==> src/rtl/veri_dwa_4to16.sv <==
// veri_dwa_4to16: data-weighted-averaging element selector for a 16-element unary DAC.
// Takes a 4-bit code k and asserts k unit elements per enabled cycle.
// Optional feature macro: DWA_ROTATE_EN
//   - defined: the selected run of k elements rotates, starting at a pointer that
//     advances by k each cycle.
//   - undefined: static thermometer mapping, elements 0..k-1; the pointer holds PTR_RST.
module veri_dwa_4to16 #(
    parameter int unsigned PTR_RST = 0
) (
    input  logic        clk,
    input  logic        rst,
    input  logic        en,
    input  logic [3:0]  din,
    output logic [15:0] dout,
    output logic [3:0]  ptr,
    output logic [4:0]  ones
);

    localparam int unsigned NUM_ELEM = 16;
    localparam int unsigned PTR_W    = 4;

    logic [NUM_ELEM-1:0] therm;
    logic [NUM_ELEM-1:0] sel;
    logic [PTR_W-1:0]    ptr_nxt;

    // Thermometer mask with the low k bits set (2^k - 1).
    always_comb begin
        therm = '0;
        for (int i = 0; i < int'(NUM_ELEM); i++) begin
            if (i < int'(din)) therm[i] = 1'b1;
        end
    end

`ifdef DWA_ROTATE_EN
    logic [NUM_ELEM-1:0] rot_s0;
    logic [NUM_ELEM-1:0] rot_s1;
    logic [NUM_ELEM-1:0] rot_s2;
    logic [NUM_ELEM-1:0] rot_s3;

    // Four-stage barrel rotate-left of the mask by ptr; the pointer wraps modulo 16.
    always_comb begin
        rot_s0  = ptr[0] ? {therm[14:0],  therm[15]}     : therm;
        rot_s1  = ptr[1] ? {rot_s0[13:0], rot_s0[15:14]} : rot_s0;
        rot_s2  = ptr[2] ? {rot_s1[11:0], rot_s1[15:12]} : rot_s1;
        rot_s3  = ptr[3] ? {rot_s2[7:0],  rot_s2[15:8]}  : rot_s2;
        sel     = rot_s3;
        ptr_nxt = ptr + din;
    end
`else
    // Static mapping: elements 0..k-1, the pointer never moves.
    always_comb begin
        sel     = therm;
        ptr_nxt = ptr;
    end
`endif

    // Output and pointer registers; en low freezes everything.
    always_ff @(posedge clk or negedge rst) begin
        if (!rst) begin
            dout <= '0;
            ptr  <= PTR_W'(PTR_RST);
            ones <= '0;
        end else if (en) begin
            dout <= sel;
            ptr  <= ptr_nxt;
            ones <= {1'b0, din};
        end
    end

endmodule

==> config.mk <==
export PLATFORM = sky130hd
export DESIGN_NAME = veri_dwa_4to16
export DESIGN_NICKNAME = d
export VERILOG_FILES = /design/src/rtl/veri_dwa_4to16.sv
export SDC_FILE = /design/constraint.sdc
export NUM_CORES = 1
export LEC_CHECK = 0
export CORE_AREA = 3 3 50 52
export DETAILED_ROUTE_END_ITERATION = 6
export DIE_AREA = 0 0 53 55
export HOLD_SLACK_MARGIN = 0.15
export PLACE_DENSITY = 0.7
export SLEW_MARGIN = 20
export SYNTH_ARGS = -nofsm -noshare
export SYNTH_HDL_FRONTEND = slang
export SYNTH_SLANG_ARGS = --single-unit
==> constraint.sdc <==
create_clock -name clk -period 0.9 [get_ports clk]
set_input_delay 0.09 -clock clk [delete_from_list [all_inputs] [get_ports clk]]
set_output_delay 0.09 -clock clk [all_outputs]
set_load 0.1 [all_outputs]
==> results.txt <==
----------------------------------------------------
[Status]
  Outcome ... finished, violations left
  Violated checks ... setup timing

[Pwr]
  Share of power burned in the clock network ... 0.184
  Largest voltage drop on the vdd net ... 0.00104 V
  Total power ... 0.00266 W
  Net switching power figure ... 0.00110 W
  Combinational cell fraction of total power ... 0.443
  Relative contribution of sequential cells to total power ... 0.373
  Cell Int Power ... 0.00157 W
  Switching part of the total ... 0.412
  Power per cell area ... 1820 nW/um^2
  Leakage component of the power ... 0.622 nW

[Clock network]
  H-tree lvl count ... 1
  Clock tree from TritonCTS ... built
  Clk root buf ... sky130_fd_sc_hd__clkbuf_4
  Clock-pin slew on the worst setup and hold paths ... 100 ps
  Clock Latency Late Sink ... 290 ps
  Number of buffers created by CTS ... 3
  CTS sink cnt ... 18
  Maximum number of buffers from clock root to sink ... 2

[Timing]
  Worst Skew ... 0 ps
  Hold Slack ... 555 ps
  Maximum clock frequency ... 925 MHz
  Post-route fraction of the period consumed by the critical path ... 1.20
  Total negative setup slack ... -3100 ps
  Hold Fails Final Rpt ... 0
  Endpoints failing setup ... 20
  Count of pins over their slew limit ... 0
  Final worst path period need ... 1080 ps
  Worst Slack Setup Final ... -182 ps
  Setup repair after global routing missed its margin ... true

[Synthesis]
  Cell variety after synth ... 20
  Warnings from Yosys ... 0
  Post-synthesis instance area ... 837 um^2
  Cell types with the largest area share after synthesis ... sky130_fd_sc_hd__dfrtp_1 (54%), sky130_fd_sc_hd__buf_4 (8.1%), sky130_fd_sc_hd__mux2_4 (5.4%)
  Cell count after synthesis ... 82
  Library cell with the largest summed area after synthesis ... sky130_fd_sc_hd__dfrtp_1
  Sequential cell area fraction in the yosys report ... 0.538
  Proportion of netlist area held by the largest area contributor ... 0.538
  Post-synthesis area per instance ... 10.2 um^2
  Yosys reg bits ... 18

[Die]
  Vertical die dimension ... 55 um
  Core region area ... 2150 um^2
  Initial Utilization ... 0.390
  Die area ... 2920 um^2
  Boundary pin count ... 32
  Die W ... 53 um
  Std cell rows ... 17

[Placed design]
  Input/output buffers ... 25
  Placed instance area ... 1380 um^2
  Pre-CTS setup slack ... -287 ps
  Half-perimeter wire length of the detailed placement result ... 1410 um
  Routability congestion estimate from global placement ... 0.791

[Worst setup path]
  Worst Setup Start Kind ... flop
  Worst path max stage delay ... 520 ps
  CP Class ... flop to output pin
  Critical register-to-register path startpoint ... ones[2]
  Worst Setup End Kind ... output pin
  Crit path required time ... 810 ps
  Flop2flop setup slack ... -90 ps
  Ordered cell list for the critical path ... buf_12
  Critical Path Fanout Max ... 3
  Cell with the biggest individual delay on the critical path ... sky130_fd_sc_hd__dfrtp_4
  Crit-path leading delay family ... flip-flops
  Sum of buffers and inverters on the critical path ... 1
  Data arrival time at the worst-slack endpoint ... 990 ps
  Critical Path Start ... dout[7]

[Flow run]
  Count of max-cap constraint violations ... 0

[Global routing]
  Routing layer with the top usage in global route ... met2
  Pin count of the biggest net entering global routing ... 20
  Met2 capacity usage during global routing ... 0.254
  Global-route total usage across every layer ... 0.147
  Antenna violations before repair ... 0
  Overflow left after global routing ... 0
  Met3 Usage GRT ... 0.0268
  Met1 track utilization from global routing ... 0.172
  First-pass GRT wire length ... 3020 um
  Vias in the first global route ... 634

[Detailed routing]
  DRT Pass-1 Iters ... 4
  Remaining antenna violation count after routing ... 0
  Detailed-route via count ... 667
  Vias per cell ... 4.63
  Count of unresolved DRC violations after routing ... 0
  Routed WL per cell ... 12.8 um
  Drt first-iter violations ... 11
  Total wirelength of the detailed-routed design ... 1850 um

[Layout]
  Syn-to-layout area delta ... 74.4%
  N_diodes ... 0
  Total of fill cells in the finished design ... 157
  Final instance area ... 1460 um^2
  Layout cells sized above 1 ... 0.491
  # nets final ... 124

[Worst hold path]
  Hold Crit Class ... input pin to flop
  Startpoint of the worst hold path ... din[1]

----------------------------------------------------
kinds of logic (layout without fill, tap and decap cells):
family          Yosys count  in the layout  synth area share
compound gates           20             20             0.136
simple gates             16             16            0.0822
flops                    18             18             0.538
other cells               1              6           0.00448
mux                       4              4            0.0658
buf+inv                  23             52             0.173
placed cells by master, fill, tap and decap left out, types with 4 or more instances in the layout:
cell type                         count
sky130_fd_sc_hd__buf_12              21
sky130_fd_sc_hd__dfrtp_4             18
sky130_fd_sc_hd__buf_4               10
sky130_fd_sc_hd__a31oi_1              4
sky130_fd_sc_hd__a21oi_1              6
sky130_fd_sc_hd__inv_1                9
sky130_fd_sc_hd__o21ai_0              4
sky130_fd_sc_hd__nor2_1               9
sky130_fd_sc_hd__clkdlybuf4s50_1      6
sky130_fd_sc_hd__conb_1               6
state kept, by name, summed over array words and instances, names as in the netlist:
name / flops
ones: 3
dout: 15
timing repair:
item,CTS,global route
endpoints found under the setup margin,19,22
setup buffers,2,2
hold endpoints to repair,18,0
resized for setup,1,1
hold buffers,1,0
power by group through the flow:
stage / Combinational [W] / Clock (W) / Sequential [W]
after global routing: 0.00122 / 0.000538 / 0.00100
after floorplan: 0.000300 / 0 / 0.00146
final: 0.00118 / 0.000491 / 0.000993
after detailed placement: 0.00115 / 0 / 0.00101
after CTS: 0.00117 / 0.000498 / 0.000995
after global placement: 0.00114 / 0 / 0.00101
metrics by stage:
stage           util  cells
2_1_floorplan      -     87
3_3_place_gp   0.642    135
3_5_place_dp   0.642    135
4_1_cts        0.673    142
5_1_grt        0.680    144
6_report       0.680    144
cells in the mapped netlist, drive strengths merged:
master and n:
mux2i 1, nor3 2, inv 9, conb 1, nand3 1, o22ai 2
o2111ai 1, o21ai 6, a31oi 4, mux2 3, nor2 9, o211ai 1
nand2 2, a21oi 6, dfrtp 18, buf 14, nand4 2
cell type report:
cell class | instances | area (um^2) | share of cell area
tap | 28 | 35.0 | 0.0240
timing repair buffer | 39 | 577 | 0.395
sequential | 18 | 518 | 0.355
multi-input combinational | 46 | 260 | 0.178
clock buffer | 4 | 36.3 | 0.0249
inverter | 9 | 33.8 | 0.0231
metal layers:
layer	routed length [um]	share of wire
met5	0	0
met4	20	0.011
met3	88	0.048
met2	981	0.53
met1	754	0.41
worst paths after layout:
| path | depth (start not counted) | to |
|---|---|---|
| max in group asynchronous | 3 | dout[3] |
| min | 3 | dout[12] |
| min reg2reg | 1 | ones[1] |
| min in group asynchronous | 3 | dout[14] |
| max | 1 | ones[3] |
| max reg2reg | 2 | ones[2] |
Power figures use the tool's default switching activity.
